==> config.mk <==
export PLATFORM = sky130hd
export DESIGN_NAME = ttt_move_ctrl
export DESIGN_NICKNAME = d
export VERILOG_FILES = /design/src/rtl/ttt_move_ctrl.sv
export SDC_FILE = /design/constraint.sdc
export NUM_CORES = 1
export LEC_CHECK = 0
export CORE_UTILIZATION = 30
export CTS_CLUSTER_DIAMETER = 60
export DETAILED_ROUTE_END_ITERATION = 12
export PLACE_DENSITY_LB_ADDON = 0.1
export SLEW_MARGIN = 20
export SYNTH_ARGS = -nofsm -noshare
export SYNTH_HDL_FRONTEND = slang
export SYNTH_SLANG_ARGS = --single-unit
==> constraint.sdc <==
create_clock -name clk_i -period 1.7 [get_ports clk_i]
set_input_delay 0.34 -clock clk_i [delete_from_list [all_inputs] [get_ports clk_i]]
set_output_delay 0.34 -clock clk_i [all_outputs]
set_load 0.01 [all_outputs]
==> src/rtl/ttt_move_ctrl.sv <==
// Tic-tac-toe move sequencer: owns the board, validates move requests, and latches
// the checker's verdict one cycle after each committed move.
module ttt_move_ctrl #(
    parameter logic FIRST_SYM = 1'b1,
    parameter int   TIMEOUT   = 0,
    parameter int   TW        = 16
) (
    input  logic       clk_i,
    input  logic       rst_n_i,
    input  logic       new_game_i,
    input  logic       move_valid_i,
    input  logic [3:0] move_pos_i,
    output logic       move_ready_o,
    output logic [8:0] valid_o,
    output logic [8:0] symbol_o,
    input  logic [1:0] game_state_i,
    output logic [1:0] prev_game_state_o,
    output logic       turn_o,
    output logic [3:0] move_count_o,
    output logic       illegal_o,
    output logic       timeout_o,
    output logic       game_over_o
);
    // state | meaning
    // WAIT  | accepting a move, turn timer running
    // EVAL  | board just changed, checker verdict sampled this cycle
    // OVER  | result latched, board frozen until new game
    localparam logic [1:0] S_WAIT = 2'd0;
    localparam logic [1:0] S_EVAL = 2'd1;
    localparam logic [1:0] S_OVER = 2'd2;

    logic [1:0]    state_q, state_d;
    logic [8:0]    valid_q, valid_d;
    logic [8:0]    symbol_q, symbol_d;
    logic [1:0]    result_q, result_d;
    logic          turn_q, turn_d;
    logic [3:0]    count_q, count_d;
    logic          illegal_q, illegal_d;
    logic          timeout_q, timeout_d;
    logic [TW-1:0] timer_q, timer_d;

    logic [8:0] pos_onehot;
    logic       legal;
    logic       expire;

    // Out-of-range positions shift the one-hot off the end, so they never alias a cell.
    assign pos_onehot = 9'b1 << move_pos_i;
    assign legal      = (move_pos_i <= 4'd8) && ((valid_q & pos_onehot) == 9'b0);

    generate
        if (TIMEOUT > 0) begin : g_timer
            assign expire = (timer_q == TW'(TIMEOUT - 1));
        end else begin : g_no_timer
            assign expire = 1'b0;
        end
    endgenerate

    always_comb begin
        state_d   = state_q;
        valid_d   = valid_q;
        symbol_d  = symbol_q;
        result_d  = result_q;
        turn_d    = turn_q;
        count_d   = count_q;
        timer_d   = timer_q;
        illegal_d = 1'b0;
        timeout_d = 1'b0;

        case (state_q)
            S_WAIT: begin
                if (move_valid_i) begin
                    if (legal) begin
                        valid_d  = valid_q | pos_onehot;
                        symbol_d = turn_q ? (symbol_q | pos_onehot) : (symbol_q & ~pos_onehot);
                        count_d  = (count_q == 4'd9) ? count_q : count_q + 4'd1;
                        turn_d   = ~turn_q;
                        timer_d  = '0;
                        state_d  = S_EVAL;
                    end else begin
                        illegal_d = 1'b1;
                    end
                end else if (expire) begin
                    timeout_d = 1'b1;
                    turn_d    = ~turn_q;
                    timer_d   = '0;
                end else if (TIMEOUT > 0) begin
                    timer_d = timer_q + 1'b1;
                end
            end
            S_EVAL: begin
                if (game_state_i != 2'b00) begin
                    result_d = game_state_i;
                    state_d  = S_OVER;
                end else begin
                    state_d = S_WAIT;
                end
            end
            S_OVER: begin
            end
            default: state_d = S_WAIT;
        endcase

        if (new_game_i) begin
            state_d   = S_WAIT;
            valid_d   = '0;
            symbol_d  = '0;
            result_d  = 2'b00;
            turn_d    = FIRST_SYM;
            count_d   = '0;
            timer_d   = '0;
            illegal_d = 1'b0;
            timeout_d = 1'b0;
        end
    end

    always_ff @(posedge clk_i or negedge rst_n_i) begin
        if (!rst_n_i) begin
            state_q   <= S_WAIT;
            valid_q   <= '0;
            symbol_q  <= '0;
            result_q  <= 2'b00;
            turn_q    <= FIRST_SYM;
            count_q   <= '0;
            timer_q   <= '0;
            illegal_q <= 1'b0;
            timeout_q <= 1'b0;
        end else begin
            state_q   <= state_d;
            valid_q   <= valid_d;
            symbol_q  <= symbol_d;
            result_q  <= result_d;
            turn_q    <= turn_d;
            count_q   <= count_d;
            timer_q   <= timer_d;
            illegal_q <= illegal_d;
            timeout_q <= timeout_d;
        end
    end

    assign move_ready_o      = (state_q == S_WAIT) && rst_n_i;
    assign valid_o           = valid_q;
    assign symbol_o          = symbol_q;
    assign prev_game_state_o = result_q;
    assign turn_o            = turn_q;
    assign move_count_o      = count_q;
    assign illegal_o         = illegal_q;
    assign timeout_o         = timeout_q;
    assign game_over_o       = (state_q == S_OVER);
endmodule

Word-level counts from Yosys, hierarchy flattened
Cells that the tools add are included.
{"block": "word_totals", "word_cells": 67, "regBits": 28, "out_inout_bits": 29, "in_bits": 10}
{"block": "op_classes", "n_eq_ne": 7, "reduce_logical": 14, "n_addsub": 1, "n_bitwise": 6, "n_mux": 30, "n_shift": 1, "order_cmp": 1}
{"cell": "two-way mux 9 bit", "n": 9}
{"cell": "two-way mux 4 bit", "n": 5}
{"cell": "bitwise AND 9 bit", "n": 2}
{"cell": "OR 9 bit", "n": 2}
{"cell": "two-way mux 2 bit", "n": 7}
{"cell": "nonzero test 2 bit", "n": 6}
{"cell": "logical NOT 9 bit", "n": 1}
{"cell": "inverter 9 bit", "n": 1}
{"cell": "left shift 1 x 4 -> 9 bit (first input constant)", "n": 1}
{"cell": "two-way mux 1 bit", "n": 8}
{"cell": "inequality test 3 bit (second input constant)", "n": 2}
{"cell": "case mux 2 bit (3 select lines)", "n": 1}
{"cell": "AND reduction 3 bit", "n": 2}
{"cell": "adder 4 x 1 -> 4 bit (second input constant)", "n": 1}
{"cell": "== test 4 bit (second input constant)", "n": 1}
{"cell": "<= comparator 4 bit (second input constant)", "n": 1}
{"cell": "inequality test 2 bit (second input constant)", "n": 2}
{"cell": "AND reduction 4 bit", "n": 1}
{"cell": "== test 2 x 1 -> 1 bit (second input constant)", "n": 1}
{"cell": "== test 2 bit (second input constant)", "n": 1}
{"cell": "logical AND 1 bit", "n": 2}
{"cell": "logical NOT 2 bit", "n": 1}
{"cell": "AND reduction 2 bit", "n": 1}
{"cell": "inverter 1 bit", "n": 1}

Logic depth before layout (Yosys ltp)
{"block": "logic_depth", "ltp_word": 8, "depth_mapped": 7, "mapped_depth_nobuf": 7}

Worst setup path after synthesis
No wires, ideal clock.
{"block": "synth_path", "kind": "input port to flip-flop", "start": "input move_pos_i[0]", "end": "register count_q[2], in the netlist move_count_o[2]", "arrival_time_ns": 1.720, "setup_ns": 0.078, "slack_ns": -0.098, "cell_stages": 6, "required_time_ns": 1.622, "n_path_buf": 1, "cell_sequence": "buf_2 -> mux2_2 -> a211oi_1 -> nand4_1 -> or3_1 -> a21oi_1"}
{"block": "synth_between", "elab_chain_cells": 6, "elab_cells_between_ends": 7, "cone_classes": "1 x order compare; 1 x shift; 1 x bitwise; 4 x reduce/logical"}
{"item": "start: declaration", "line_no": "12", "text": "input logic [3:0] move_pos_i,"}
{"item": "left shift 1 x 4 -> 9 bit", "line_no": "47", "text": "assign pos_onehot = 9'b1 << move_pos_i;"}
{"item": "bitwise AND 9 bit", "line_no": "48", "text": "assign legal = (move_pos_i <= 4'd8) && ((valid_q & pos_onehot) == 9'b0);"}
{"item": "logical NOT 9 bit", "line_no": "48"}
{"item": "logical AND 1 bit *", "line_no": "48"}
{"item": "nonzero test 2 bit (no source line) *"}
{"item": "AND reduction 4 bit (no source line) *"}
{"item": "end signal: assignment", "line_no": "133", "text": "count_q <= count_d;"}
{"item": "end: declaration", "line_no": "37", "text": "logic [3:0] count_q, count_d;"}
Mark *: on every way between the ends. The rest lies on a longest branch, timed or not.
A chain may end at the register's enable or synchronous reset.

Worst setup path after layout
{"block": "layout_path", "start": "input move_pos_i[1]", "end": "register count_q[3], in the netlist move_count_o[3]"}
Same word-level chain as after synthesis.

==> results.md <==
* FF+latch count, synth at 28
* Mapped Area at 1390 um2
* WS Path Type: in -> reg
* Outcome: finished, violations left
* Period utilization at 1.02
* Post-Syn Nets at 153
* Worst setup EP type: register
* Mapped Cells at 141
* Post-route minimum period at 1.74 ns
* Total CTS buffers at 3
* Final WS setup at -0.0367 ns
* Synth async-reset ratio at 1.00
* Post-synth EDFFs at 0
* Post-synthesis sequential area ratio at 0.504
* Fraction of layout cells with a size suffix above 1 at 0.248
* Worst VDD drop at 370 uV
* Max-slew violations at 0
* Final ANT Viol Nets at 0
* Final setup vio count at 1
* CP cell instances: dlygate4sd2_1 > o41a_1 > a41oi_2 > nand4_1 > or3_1 > a21oi_1
* Yosys cell types at 37
* Antenna cells at 0
* Crit start category: primary input
* DRC at 0
* Congestion Overflow GR at 0
* Die height at 70.1 um
* Final std cells w/o fill at 258
* Maximum clock path buffer count at 2
* Worst clock skew at 0.00497 ns
* H-tree Lvls at 1
* Core area at 4410 um2
* Ys flop type: dfrtp_1
* Initial antenna violation count at 0
* Die Footprint at 4920 um2
* DR pass1 iterations at 5
* FMAX at 576 MHz
* DR iter-0 viols at 37
* Max_cap viols at 0
* Drt wl/cell at 14.1 um
* Via count at 1262
* Root Driver: clkbuf_8
* Yosys warnings at 0
* Most frequent cells in the layout: buf_4, clkdlybuf4s50_1, dfrtp_1
* Area Overhead vs Synth at 54.7%
* Crit-path max FO at 3
* Hold Vio Cnt, Final at 0
* Syn avg cell area at 9.88 um2
* Detailed Place HPWL at 2630 um
* Sink Count at 28
* Die width at 70.1 um
* Data required, critical path at 1.92 ns
* Vias per cell at 4.89
* HP Class: in -> async
* Critical Path AT at 1.95 ns
* Top Ports at 39
* Leak Pwr at 0.981 nW
* Setup TNS at -0.0367 ns
* Row count at 24
* Gpl congestion at 0.853
* Clk Latency, worst-skew pair at 0.28 ns
* Failing checks: setup timing
* CTS tree: yes
* Initial core utilization at 0.315
* WHS at 0.494 ns
* Power Dens Cells at 709 nW/um2
* Slowest stage delay, CP at 0.43 ns
* Inst Count DP at 253
* Pin count of the biggest net entering global routing at 29
* Number of global-route vias before repair at 1310
* Clk slew on worst S/H paths at 0.10 ns
* Final WL at 3640 um
* Unrepaired setup endpoints after global routing: yes
* Port bufs at 37
* Total Nets Final at 219
* GRT Total Usage at 0.159
* First-pass GRT wire length at 6240 um
* Critical-path top delay cell: o41a_1
* Most common cell after layout, fill and taps aside: buf_4
logic make-up (layout without fill, tap and decap cells):
kind of cell	Yosys count	after routing	share of synthesized area
buffers and inverters	14	79	0.0422
other	1	1	0.00269
xor gates and xnor gates	2	2	0.0126
AOI/OAI and AO/OA	21	21	0.0979
muxes	12	12	0.0881
and+or+nand+nor	61	61	0.234
adders and majority gates	2	2	0.0180
DFF	28	28	0.504
per-layer routing:
| layer | vias up | wire length [um] | global-route usage |
|---|---|---|---|
| met5 | - | 0 | 0 |
| met4 | 0 | 49 | 0.0467 |
| met3 | 5 | 115 | 0.0216 |
| met2 | 31 | 1680 | 0.256 |
| met1 | 609 | 1800 | 0.224 |
| li1 | 617 | - | - |
path summary, 6_finish.rpt:
path	startpoint	to	slack, ns	cells past startpoint
min in group clk_i	symbol_o[5]	symbol_o[5]	0.53	2
worst min-delay path	rst_n_i	valid_o[7]	0.49	2
worst max register to register	state_q[1]	move_count_o[3]	-0.02	5
worst max-delay path	move_pos_i[1]	move_count_o[3]	-0.04	6
max in group asynchronous	rst_n_i	turn_o	0.90	2
worst min register to register	symbol_o[5]	symbol_o[5]	0.53	2
report_power, final:
part	leakage (nW)	internal, mW	total [mW]	switching, mW
Sequential	0.384	0.688	0.699	0.0116
Clock	0.0357	0.316	0.537	0.221
Combinational	0.562	0.147	0.291	0.144
Total	0.981	1.15	1.53	0.377
final cells by class:
type                    instances  area [um2]
inverters                       7        26.3
well taps                      52        65.1
multi-input cells              99         683
repair buffers                 68         607
fillers                       444        2260
clock buffers                   3        41.3
clock inverters                 1        30.0
flip-flops and latches         28         702
what timing repair did:
item	4_1_cts	5_1_grt
gates resized for setup	12	9
gates cloned	0	0
setup endpoints to repair	20	15
hold buffers	0	0
buffers inserted	1	1
pin swaps	6	5
cell usage after synthesis (2+ instances only):
master    instances  area, um2
a31oi_1           3       18.8
xor2_1            2       17.5
nand2_1           4       15.0
inv_1             7       26.3
nor2b_1           2       12.5
nor3_1            4       20.0
nor3b_1           2       15.0
buf_2             2       10.0
nor2_1           25       93.8
nand3_1           3       15.0
or3_1             2       12.5
nand3b_1          3       22.5
nand2b_1          3       18.8
dfrtp_1          27        676
nand4_1           5       31.3
a21oi_1          11       55.1
o21ai_0           2       10.0
a211oi_1          2       15.0
clkbuf_1          3       11.3
ha_1              2       25.0
mux2i_1          10        100
mux2_2            2       22.5
worst max-delay path: cells and delay by family:
family | cells | cell delay [ns]
buffers and inverters | 1 | 0.26
AO/OA/AOI/OAI | 3 | 0.77
AND/OR/NAND/NOR | 2 | 0.58
sequential cells by signal, summed over array words and instances (netlist names):
signal,cells
symbol_o,9
prev_game_state_o,2
illegal_o,1
valid_o,9
turn_o,1
move_count_o,4
state_q,2
stage by stage:
stage / util / worst slack [ns] / instance area (um2) / power [mW]
floorplan: - / -0.0677 / 1400 / 0.828
global placement: 0.462 / -0.458 / 2040 / 0.993
detailed placement: 0.462 / -0.536 / 2040 / 0.998
CTS: 0.482 / -0.0639 / 2130 / 1.54
global route: 0.488 / -0.107 / 2150 / 1.60
finish: 0.488 / -0.0367 / 2150 / 1.53
Note: power is estimated with default switching activity, not from simulation.
